--- src/rtl/tdm_pkg.sv ---
// Shared TDM definitions: framing state encoding, slot-counter width helper and
// default channel geometry common to the demux and its matching interleaver.
package tdm_pkg;

   localparam int TDM_N_CH_DEF = 4;
   localparam int TDM_W_DEF    = 8;

   typedef logic [0:0] tdm_state_t;
   localparam tdm_state_t ST_HUNT   = 1'b0;
   localparam tdm_state_t ST_LOCKED = 1'b1;

   // Slot counter width; never narrower than one bit.
   function automatic int tdm_slot_w(input int n_ch);
      return (n_ch <= 2) ? 1 : $clog2(n_ch);
   endfunction

endpackage

--- src/rtl/tdm_slot_ctr.sv ---
// Slot position counter: load-to-1 on frame start, advance on enable, wrap to 0 after N_CH-1.
// o_wrap is combinational from the current count (slot is the last of the frame).
module tdm_slot_ctr
   import tdm_pkg::*;
#(
   parameter int N_CH = TDM_N_CH_DEF,
   parameter int SW   = tdm_slot_w(N_CH)
) (
   input  logic          clk,
   input  logic          rst,
   input  logic          i_en,
   input  logic          i_load1,
   output logic [SW-1:0] o_slot,
   output logic          o_wrap
);

   localparam logic [SW-1:0] LAST_SLOT = SW'(N_CH - 1);

   logic [SW-1:0] r_slot;

   assign o_slot = r_slot;
   assign o_wrap = (r_slot == LAST_SLOT);

   // Load has priority: a frame start always restarts the count, even mid-frame.
   always_ff @(posedge clk) begin
      if (rst) begin
         r_slot <= '0;
      end else if (i_load1) begin
         r_slot <= SW'(1);
      end else if (i_en) begin
         r_slot <= o_wrap ? '0 : r_slot + SW'(1);
      end
   end

endmodule

--- src/rtl/tdm_demux.sv ---
// TDM demux: routes slot k of each SOF-marked frame to registered channel k, 1-cycle latency, no backpressure.
// TDM_DEMUX_FRAME_LATCH_EN: buffer slots in a shadow bank and publish all channels together at frame end.
module tdm_demux
   import tdm_pkg::*;
#(
   parameter int N_CH = TDM_N_CH_DEF,
   parameter int W    = TDM_W_DEF
) (
   input  logic              clk,
   input  logic              rst,
   input  logic              in_valid,
   input  logic              in_sof,
   input  logic [W-1:0]      in_data,
   output logic [N_CH*W-1:0] out_data,
   output logic [N_CH-1:0]   out_valid,
   output logic              frame_done,
   output logic              sync_err,
   output logic              locked
);

   localparam int SW = tdm_slot_w(N_CH);

   if (N_CH < 2) begin : g_bad_n_ch
      $error("tdm_demux: N_CH must be at least 2");
   end

   tdm_state_t          r_state;
   logic [N_CH*W-1:0]   r_out_data;
   logic [N_CH-1:0]     r_out_valid;
   logic                r_frame_done;
   logic                r_sync_err;

   logic [SW-1:0]       w_slot;
   logic                w_wrap;
   logic                w_hunt;
   logic                w_slot0;
   logic                w_sof;
   logic                w_early;
   logic                w_mid;
   logic                w_miss;
   logic                w_last;
   logic                w_wr_en;
   logic [SW-1:0]       w_wr_idx;
   logic [N_CH-1:0]     w_wr_sel;

   assign w_hunt  = (r_state == ST_HUNT);
   assign w_slot0 = (w_slot == '0);

   // An SOF beat is always taken as slot 0, whether it starts a frame or aborts one.
   assign w_sof   = in_valid & in_sof;
   assign w_early = w_sof & ~w_hunt & ~w_slot0;
   assign w_mid   = in_valid & ~in_sof & ~w_hunt & ~w_slot0;
   assign w_miss  = in_valid & ~in_sof & ~w_hunt & w_slot0;
   assign w_last  = w_mid & w_wrap;

   assign w_wr_en  = w_sof | w_mid;
   assign w_wr_idx = w_sof ? '0 : w_slot;

   always_comb begin
      w_wr_sel = '0;
      for (int k = 0; k < N_CH; k++) begin
         w_wr_sel[k] = w_wr_en && (w_wr_idx == SW'(k));
      end
   end

   tdm_slot_ctr #(
      .N_CH (N_CH),
      .SW   (SW)
   ) u_slot_ctr (
      .clk     (clk),
      .rst     (rst),
      .i_en    (w_mid),
      .i_load1 (w_sof),
      .o_slot  (w_slot),
      .o_wrap  (w_wrap)
   );

   always_ff @(posedge clk) begin
      if (rst) begin
         r_state <= ST_HUNT;
      end else if (w_sof) begin
         r_state <= ST_LOCKED;
      end else if (w_miss) begin
         r_state <= ST_HUNT;
      end
   end

   always_ff @(posedge clk) begin
      if (rst) begin
         r_frame_done <= 1'b0;
         r_sync_err   <= 1'b0;
      end else begin
         r_frame_done <= w_last;
         r_sync_err   <= w_early | w_miss;
      end
   end

`ifdef TDM_DEMUX_FRAME_LATCH_EN
   logic [N_CH*W-1:0] r_shadow;
   logic [N_CH*W-1:0] w_merge;

   // The final slot bypasses the shadow so the completed frame publishes on its own edge.
   always_comb begin
      w_merge = r_shadow;
      for (int k = 0; k < N_CH; k++) begin
         if (w_wr_sel[k]) begin
            w_merge[k*W +: W] = in_data;
         end
      end
   end

   always_ff @(posedge clk) begin
      if (rst) begin
         r_shadow    <= '0;
         r_out_data  <= '0;
         r_out_valid <= '0;
      end else begin
         r_out_valid <= '0;
         if (w_early || w_miss) begin
            r_shadow <= '0;
         end
         for (int k = 0; k < N_CH; k++) begin
            if (w_wr_sel[k]) begin
               r_shadow[k*W +: W] <= in_data;
            end
         end
         if (w_last) begin
            r_out_data  <= w_merge;
            r_out_valid <= '1;
         end
      end
   end
`else
   always_ff @(posedge clk) begin
      if (rst) begin
         r_out_data  <= '0;
         r_out_valid <= '0;
      end else begin
         r_out_valid <= w_wr_sel;
         for (int k = 0; k < N_CH; k++) begin
            if (w_wr_sel[k]) begin
               r_out_data[k*W +: W] <= in_data;
            end
         end
      end
   end
`endif

   assign out_data   = r_out_data;
   assign out_valid  = r_out_valid;
   assign frame_done = r_frame_done;
   assign sync_err   = r_sync_err;
   assign locked     = (r_state == ST_LOCKED);

endmodule

--- config.mk ---
export PLATFORM = sky130hd
export DESIGN_NAME = tdm_demux
export DESIGN_NICKNAME = d
export VERILOG_FILES = /design/src/rtl/tdm_pkg.sv /design/src/rtl/tdm_slot_ctr.sv /design/src/rtl/tdm_demux.sv
export SDC_FILE = /design/constraint.sdc
export NUM_CORES = 1
export LEC_CHECK = 0
export ABC_AREA = 0
export ABC_CLOCK_PERIOD_IN_PS = 2600
export CORE_MARGIN = 3
export CORE_UTILIZATION = 33
export DETAILED_ROUTE_END_ITERATION = 6
export GPL_TIMING_DRIVEN = 0
export PLACE_DENSITY_LB_ADDON = 0.25
export SYNTH_ARGS = -nofsm -noshare
export SYNTH_HDL_FRONTEND = slang
export SYNTH_SLANG_ARGS = --single-unit
--- constraint.sdc ---
create_clock -name clk -period 2.6 [get_ports clk]
set_clock_uncertainty 0.2 [all_clocks]
set_input_delay 0.52 -clock clk [delete_from_list [all_inputs] [get_ports clk]]
set_output_delay 0.52 -clock clk [all_outputs]
set_load 0.02 [all_outputs]
==> out/results.txt <==
Worst Hold Path EP - out_data[18]$_SDFFE_PP0P_
FF+latch count, synth - 41
Multi-input logic area - 912 µm²
Fmax - 450 MHz
MaxCap Viol Count - 0
Status - completed
DP Wirelength - 3100 µm
Placer Congestion - 0.735
I/O pin count - 51
Switching power share of the total - 24.3%
Fin. max-slew vios - 0
Seq pwr share - 53.8%
Slew HR - 64.6%
Setup TNS - 0 ns
CP max stage delay - 0.52 ns
CP cell instances - inv_1, ha_1, nor4b_4, buf_6, nand4b_1, o311ai_0
Synthesized net count - 186
Hold WS - 0.276 ns
Routed WL per cell - 14.4 µm
Reg-to-Reg Start - u_slot_ctr.o_slot[0]$_SDFFE_PP0P_
Clk slew on worst S/H paths - 0.08 ns
Die W - 80.2 µm
Number of diodes - 0
R2R depth - 6
Worst setup path start - u_slot_ctr.o_slot[0]$_SDFFE_PP0P_
Length of the first detailed-routing pass in iterations - 4
Crit path max-delay cell type - dfxtp_1
Nets@finish - 243
Power Dens Cells - 484 nW/µm²
Crit share post-route - 85.4%
Worst R2R End - out_data[0]$_SDFFE_PP0P_
DR vias - 1446
Postcts setup bufs - 0
Synthesis-to-finish area growth - 37.3%
Post-CTS Resized - 0
Post-route ant nets - 0
Final Hold Fails - 0
Critical path endpoint category - register
Synth async-reset ratio - 0%
Clock Tree Root - clkbuf_8
Depth of the CTS H-tree - 2
Slew @ Worst Pin - 0.529 ns
Post-synth EDFFs - 0
TritonCTS Buffers - 5
Reg2reg setup slack - 0.38 ns
Share of cells above drive strength 1 - 7.42%
Maximum vdd drop - 0.000310 V
Mapped Area - 1820 µm²
GRT Util Overall - 14.6%
Storage element area - 821 µm²
CTS tree - yes
Max FO, Critical Path - 10
Number of global-route vias before repair - 1390
Worst skew pair latency - 0.30 ns
Setup Crit Path Kind - register to register
Post-Syn Area per Cell - 10.6 µm²
WL final - 4300 µm
Port buffer count - 50
Total grt overflow - 0
Min-delay src - out_data[18]$_SDFFE_PP0P_
Pleak - 0.000962 µW
Vias/cell - 4.84
RSZ-0062 raised after global routing - no
CP Data Arrival Time - 2.21 ns
NetSw - 293 µW
Min Clock Period, post-route - 2.22 ns
Crit path max-delay family - simple AND/OR/NAND/NOR gates
Initial DRC Count - 48
Worst Setup Start Kind - register
Clock Tree Buf Depth - 2
Core Area - 5200 µm²
Top FF cell, synth - dfxtp_1
DRC Markers - 0
First-pass GRT wire length - 7160 µm
Synth cell types - 27
Min-delay worst type - register to register
Cell count after synthesis - 172
Worst Path Required - 2.59 ns
Final-layout fill cell count - 523
Initial antenna violation count - 0
Clock share of power - 35.2%
Number of clock sinks - 41
Die area - 6440 µm²
Die Y - 80.2 µm
Hold depth - 2
Initial Util - 34.9%
Crit path buf inv count - 2
Sequential area share after synthesis - 45.1%
Comb power frac - 11.0%
Ys Warns - 0
Internal power - 914 µW
Hold-fix buffers, CTS - 0
FP Rows - 26
# setup viols final - 0
Largest net degree at the start of global routing - 13
[kinds of logic after synthesis]
family,count (synthesis),synth area share (%)
AOI/OAI and AO/OA,20,8.95
xor gates and xnor gates,1,0.482
adders and majority gates,2,1.38
buffers and inverters,16,4.68
DFF,41,45.1
muxes,26,14.3
and+or+nand+nor,66,25.1
[cell usage in the layout (no fill, tap or decap), types with 3 or more instances in the layout]
cell             count
dfxtp_1             41
buf_6                3
o22a_1               8
clkdlybuf4s50_1     50
clkbuf_8             6
o311ai_0             6
nor2_1               5
clkbuf_1             9
mux2i_1             26
nand2b_1            40
nand4b_1             8
nand2_1              3
[area by class of cell]
class	count	area share, %
Multi-Input combinational cell	115	36.5
Sequential cell	41	32.9
Timing Repair Buffer	50	20.1
Tap cell	70	3.51
Clock buffer	6	3.31
Buffer	14	3.11
Clock inverter	1	0.301
Inverter	2	0.301
[cells in the mapped netlist, drive strengths merged (2+ instances only)]
master / number / area share, %
clkbuf: 9 / 1.9
nand2b: 40 / 14
nor2: 5 / 1.0
o22a: 8 / 3.9
o311ai: 8 / 3.9
nand4: 2 / 0.69
inv: 2 / 0.41
ha: 2 / 1.4
a21oi: 2 / 0.55
nand4b: 8 / 3.9
buf: 5 / 2.4
dfxtp: 41 / 45
nand2: 3 / 0.62
mux2i: 26 / 14
[metal layers]
metal,part of all wire (%),vias up,track usage (%),wire length (µm)
met2,41,53,20.3,1780
met1,51,664,20.8,2180
li1,-,721,-,-
met5,0,-,0,0
met4,1.3,0,4.39,57
met3,6.7,8,5.16,287
[state kept, by name, indices dropped and copies added, names as in the netlist]
signal             flops
out_valid              4
locked                 1
u_slot_ctr.o_slot      2
sync_err               1
frame_done             1
out_data              32
[worst min-delay path: cells and delay by family (launching register included)]
family        cells  cell delay (ns)
flops             1             0.31
simple gates      1             0.06
mux               1             0.06
[through the flow]
step	setup slack (ns)	cell area (µm²)	utilization [%]	std cells	total power, µW
2_1_floorplan	0.683	1820	-	172	734
3_3_place_gp	0.117	2410	46.2	292	797
3_5_place_dp	0.139	2410	46.2	292	796
4_1_cts	0.367	2500	48.0	299	1220
5_1_grt	0.216	2500	48.0	299	1270
6_report	0.378	2500	48.0	299	1210
[power groups by stage]
stage / Clock, µW / Sequential, µW / Combinational [µW]
2_1_floorplan: 0 / 676 / 58.4
3_3_place_gp: 0 / 664 / 133
3_5_place_dp: 0 / 664 / 132
4_1_cts: 442 / 649 / 133
5_1_grt: 475 / 652 / 144
6_report: 425 / 649 / 132
[worst max-delay path by stage]
stage,to,cells after the start
2_1_floorplan,out_data[11]$_SDFFE_PP0P_,7
3_3_place_gp,out_data[2]$_SDFFE_PP0P_,5
3_5_place_dp,out_data[2]$_SDFFE_PP0P_,5
4_1_cts,out_data[0]$_SDFFE_PP0P_,6
5_1_grt,out_data[2]$_SDFFE_PP0P_,6
6_report,out_data[0]$_SDFFE_PP0P_,6
(Power assumes the default switching activity.)
==> RTL change 1: new RTL, same settings <==
`TDM_N_CH_DEF`: 4 -> 8.
--- a/src/rtl/tdm_pkg.sv
+++ b/src/rtl/tdm_pkg.sv
@@ -3,5 +3,5 @@
 package tdm_pkg;
 
-   localparam int TDM_N_CH_DEF = 4;
+   localparam int TDM_N_CH_DEF = 8;
    localparam int TDM_W_DEF    = 8;
 
Ports: changed (resized out_data and out_valid); port bits go from 51 to 87. The function was not compared with the original's and may differ.
==> RTL change 1 against the original RTL <==
Routed wire length is 93% higher; largest power group unchanged; sequential share of layout area up 2.6 points; count of clock-buffer cells in the layout up 3; final area up 77%; critical path depth rose by 2; sequential cell count grew 37; synthesized cell count increased by 87%; core utilization decreased by 0.93 points; setup slack worse by 250 ps; hold slack got worse by 1.4 ps; total power rose by 82%; synthesized area grew 77%.
==> RTL change 1: results (changes against the original RTL) <==
INFO  metric tightestPinTransition = 520.3 ps (-8.665 ps)
INFO  metric layout_cells_sized_above_1 = 9.693% (+2.3 points)
INFO  metric hold-path-endpoint = out_data[30]
INFO  metric met3WireLength = 528 µm (+84%)
INFO  metric combPwrFrac = 7.4% (-3.6 points)
INFO  metric cts-buffers-inserted = 9 (+4)
INFO  metric synth.yosys.seq_area_share = 48.60% (+3.5 points)
INFO  metric global_route_wire_length_before_repair = 13680 µm (+91%)
INFO  metric groute.usage.overall = 15.38% (+0.82 points)
INFO  metric met2_wirelength_from_detailed_routing = 3816 µm (+110%)
INFO  metric synth_fp_nets = 337 (+81%)
INFO  metric vdd.ir_drop.worst = 0.0002017 V (-35%)
INFO  metric met1_usage_grt = 20.89% (+0.12 points)
INFO  metric netlist_top_cells_count = 78 x sky130_fd_sc_hd__dfxtp_1, 49 x sky130_fd_sc_hd__nand2b_1, 40 x sky130_fd_sc_hd__mux2i_1
INFO  metric final_net_count = 433 (+78%)
INFO  metric reg2reg_slack = 130 ps (-250 ps)
INFO  metric cpMaxStageDelayCell = sky130_fd_sc_hd__or4b_1
INFO  metric globalRouteMet3Util = 3.644% (-1.5 points)
INFO  metric final.hold.worst_slack = 275.0 ps (-1.416 ps)
INFO  metric placement.io_buffers = 85 (+70%)
INFO  metric path_delay_family = buffers and inverters
INFO  metric met1Wirelength = 3872 µm (+78%)
INFO  metric startpoint = u_slot_ctr.o_slot[1]
INFO  metric detailedPlacementHpwl = 6179 µm (+99%)
INFO  metric endpoint = out_data[15]
INFO  metric placed_area = 4225 µm² (+76%)
INFO  metric r2r_cells = 8 (+2)
INFO  metric status = finished, final reports clean
INFO  metric post_synth_main_area_contributors = sky130_fd_sc_hd__dfxtp_1 49%, sky130_fd_sc_hd__mux2i_1 12%, sky130_fd_sc_hd__nand2b_1 9.5%, sky130_fd_sc_hd__o21ai_0 4.2%, sky130_fd_sc_hd__a21oi_1 3.9%
INFO  metric grt_max_degree = 16 (+3)
INFO  metric hp-start = out_data[30]
INFO  metric gp_congestion = 0.7988 (+8.7%)
INFO  metric crit_arrival = 2480 ps (+270 ps)
INFO  metric sequentialPowerShare = 55.1% (+1.3 points)
INFO  metric fin_total_pwr = 2.202 mW (+82%)
INFO  metric largest_register_ff_count = 64 (+100%)
INFO  metric groute.layer.met2.usage = 23.85% (+3.6 points)
## RTL change 1: stage by stage
step	worst slack (ps)	util, %	cells
3_5_place_dp	31.31	45.09	536
6_report	133.3	47.02	552
5_1_grt	7.844	47.02	552
3_3_place_gp	36.41	45.09	536
2_1_floorplan	379.0	-	322
4_1_cts	67.22	47.01	552
## RTL change 1: cells by family (layout without fill, tap and decap cells)
family                     Yosys count  after routing  share of synthesized area [%]
xor gates and xnor gates             1              1                         0.2726
buffers and inverters               29            130                          4.245
DFF                                 78             78                          48.60
muxes                               40             40                          12.46
AOI/OAI and AO/OA                   61             61                          10.86
adders and majority gates            3              3                          1.168
and+or+nand+nor                    110            110                          22.39
## RTL change 1: layout make-up
cell class	count	area share, %
Multi-Input combinational cell	215	34.38
Sequential cell	78	35.46
Clock inverter	7	1.278
Buffer	26	2.839
Timing Repair Buffer	85	19.31
Inverter	3	0.2555
Clock buffer	9	2.811
Tap cell	129	3.663
==> RTL change 2: new RTL, same settings <==
Made on the original files. The output `frame_done` loses its register stage (`r_frame_done` becomes a continuous assignment).
--- a/src/rtl/tdm_demux.sv
+++ b/src/rtl/tdm_demux.sv
@@ -88,11 +88,11 @@
    always_ff @(posedge clk) begin
       if (rst) begin
-         r_frame_done <= 1'b0;
          r_sync_err   <= 1'b0;
       end else begin
-         r_frame_done <= w_last;
          r_sync_err   <= w_early | w_miss;
       end
    end
+
+   assign r_frame_done = w_last;
 
 `ifdef TDM_DEMUX_FRAME_LATCH_EN
Behaviour: not the same (Yosys sat finds a counterexample within 4 cycles, from zero or initial values and one cycle with rst high).
==> RTL change 2 against the original RTL <==
Final area shrank 0.40%; setup slack worse by 300 ps; total power grew 5.2%; routed wire length grew 0.88%; die area is 1.3% lower; via count fell by 1.5%; largest cell class unchanged; highest routed layer unchanged; critical path depth stayed put; synthesized area down 1.4%; sequential cell count fell by 1.
==> RTL change 2: results (changes against the original RTL) <==
INFO  metric vdd.ir_drop.worst = 0.0002894 V (-6.6%)
INFO  metric cts-buffers-inserted = 5 (unchanged)
INFO  metric gp_congestion = 0.7808 (+6.2%)
INFO  metric global_route_wire_length_before_repair = 6948 µm (-3.0%)
INFO  metric status = finished, final reports clean
INFO  metric root_buffer = sky130_fd_sc_hd__clkbuf_8
INFO  metric reg2reg_slack = 620 ps (+240 ps)
INFO  metric clock_tree.htree_level_count = 2 (unchanged)
INFO  metric worst_path_largest_cell_delay = 410 ps (-110 ps)
INFO  metric groute.usage.overall = 14.13% (-0.43 points)
INFO  metric synth_async_sr_flop_share = 0% (unchanged)
INFO  metric grt_max_degree = 13 (unchanged)
INFO  metric final.hold.worst_slack = 274.2 ps (-2.189 ps)
INFO  metric routedWlPerCell = 14.57 µm (+1.2%)
INFO  metric detailedPlacementHpwl = 3085 µm (-0.42%)
INFO  metric p_leak = 0.9625 nW (about the same)
INFO  metric synthCells = 171 (-0.58%)
INFO  metric crit_arrival = 1800 ps (-410 ps)
INFO  metric yosysWarningCount = 0 (unchanged)
INFO  metric path_max_fanout = 8 (-2)
INFO  metric clk_pin_slew = 80 ps (about the same)
INFO  metric drc_violation_total_after_the_first_tritonroute_iteration = 86 (+79%)
INFO  metric slew_headroom = 66.86% (+2.3 points)
INFO  metric postSynth.topFlopCell = sky130_fd_sc_hd__dfxtp_1
INFO  metric grt-ovfl-total = 0 (unchanged)
INFO  metric wirelength = 4342 µm (+0.88%)
INFO  metric cpMaxStageDelayCell = sky130_fd_sc_hd__dfxtp_4
INFO  metric total_of_fill_cells_in_the_finished_design = 494 (-5.5%)
INFO  metric final_net_count = 241 (-0.82%)
INFO  metric post_synth_main_area_contributors = sky130_fd_sc_hd__dfxtp_1 45%, sky130_fd_sc_hd__mux2i_1 15%, sky130_fd_sc_hd__nand2b_1 14%, sky130_fd_sc_hd__nand4b_1 3.9%, sky130_fd_sc_hd__o22a_1 3.9%
INFO  metric viasPerCell = 4.779 (-1.2%)
INFO  metric worst_hold_path_type = reg2reg
INFO  metric post_cts_buffers = 0 (unchanged)
INFO  metric r2r_cells = 6 (unchanged)
INFO  metric layout_cells_sized_above_1 = 9.649% (+2.2 points)
INFO  metric netlist_top_cells_count = 40 x sky130_fd_sc_hd__dfxtp_1, 40 x sky130_fd_sc_hd__nand2b_1, 26 x sky130_fd_sc_hd__mux2i_1
INFO  metric synth.yosys.seq_area_share = 44.66% (-0.49 points)
INFO  metric cts_max_path_buffers = 2 (unchanged)
INFO  metric placement.io_buffers = 49 (-2.0%)
INFO  metric grt_pass1_vias = 1387 (-0.22%)
INFO  metric yosys.cell_types.count = 28 (+3.7%)
INFO  metric synth_fp_nets = 185 (-0.54%)
INFO  metric placed_cells_incl_taps = 290 (-0.68%)
## RTL change 2: cell count changes after synthesis, sizes merged
cell	unedited run	this run
and2	0	1
and3b	1	0
buf	5	6
clkbuf	9	8
dfxtp	41	40
## RTL change 2: kinds of logic after synthesis
| kind of cell | Yosys count | share of synthesized area (%) |
|---|---|---|
| muxes | 26 | 14.52 |
| adders and majority gates | 2 | 1.395 |
| xor gates and xnor gates | 1 | 0.4886 |
| AOI/OAI and AO/OA | 20 | 9.072 |
| DFF | 40 | 44.66 |
| buffers and inverters | 16 | 4.606 |
| and+or+nand+nor | 66 | 25.26 |
## RTL change 2: area by class of cell
class	count	share of cell area [%]
inverters	2	0.3020
flip-flops and latches	40	32.41
repair buffers	49	19.73
well taps	70	3.523
multi-input cells	115	36.69
clock buffers	6	2.919
clock inverters	2	1.409
plain buffers	14	3.020
## RTL change 2: worst max-delay path: cells and delay by family, from the launching register on
family	cells	cell delay, ps
adder cells (fa/ha/maj)	1	230
buffers and inverters	3	460
flip-flops	1	410
AND/OR/NAND/NOR	2	420
## RTL change 2: per-stage QoR
stage          setup WS, ps  area [µm²]
2_1_floorplan         471.7        1793
3_3_place_gp         -304.3        2371
3_5_place_dp         -288.5        2371
4_1_cts               2.937        2484
5_1_grt               9.448        2486
6_report              82.92        2486
## RTL change 2: routing by layer
layer  up-vias  part of all wire [%]  GRT usage [%]
met5         -                     0              0
li1        714                     -              -
met2        44                    42          21.04
met1       660                    51          19.89
met4         0                   1.1          4.124
met3         6                   5.8          3.725
## RTL change 2: power breakdown
| group | switching [mW] | internal (mW) |
|---|---|---|
| combinational | 0.0679 | 0.0628 |
| clock | 0.219 | 0.285 |
| sequential | 0.0107 | 0.624 |
## RTL change 2: final timing paths
kind | startpoint | endpoint
worst min register to register | out_data[23] | out_data[23]
worst max-delay path | u_slot_ctr.o_slot[0] | frame_done
worst min-delay path | out_data[23] | out_data[23]
worst max register to register | u_slot_ctr.o_slot[0] | out_data[0]
## RTL change 2: what timing repair did
action	CTS	global route
hold endpoints to repair	0	0
endpoints found under the setup margin	1	1
gates resized for setup	7	1
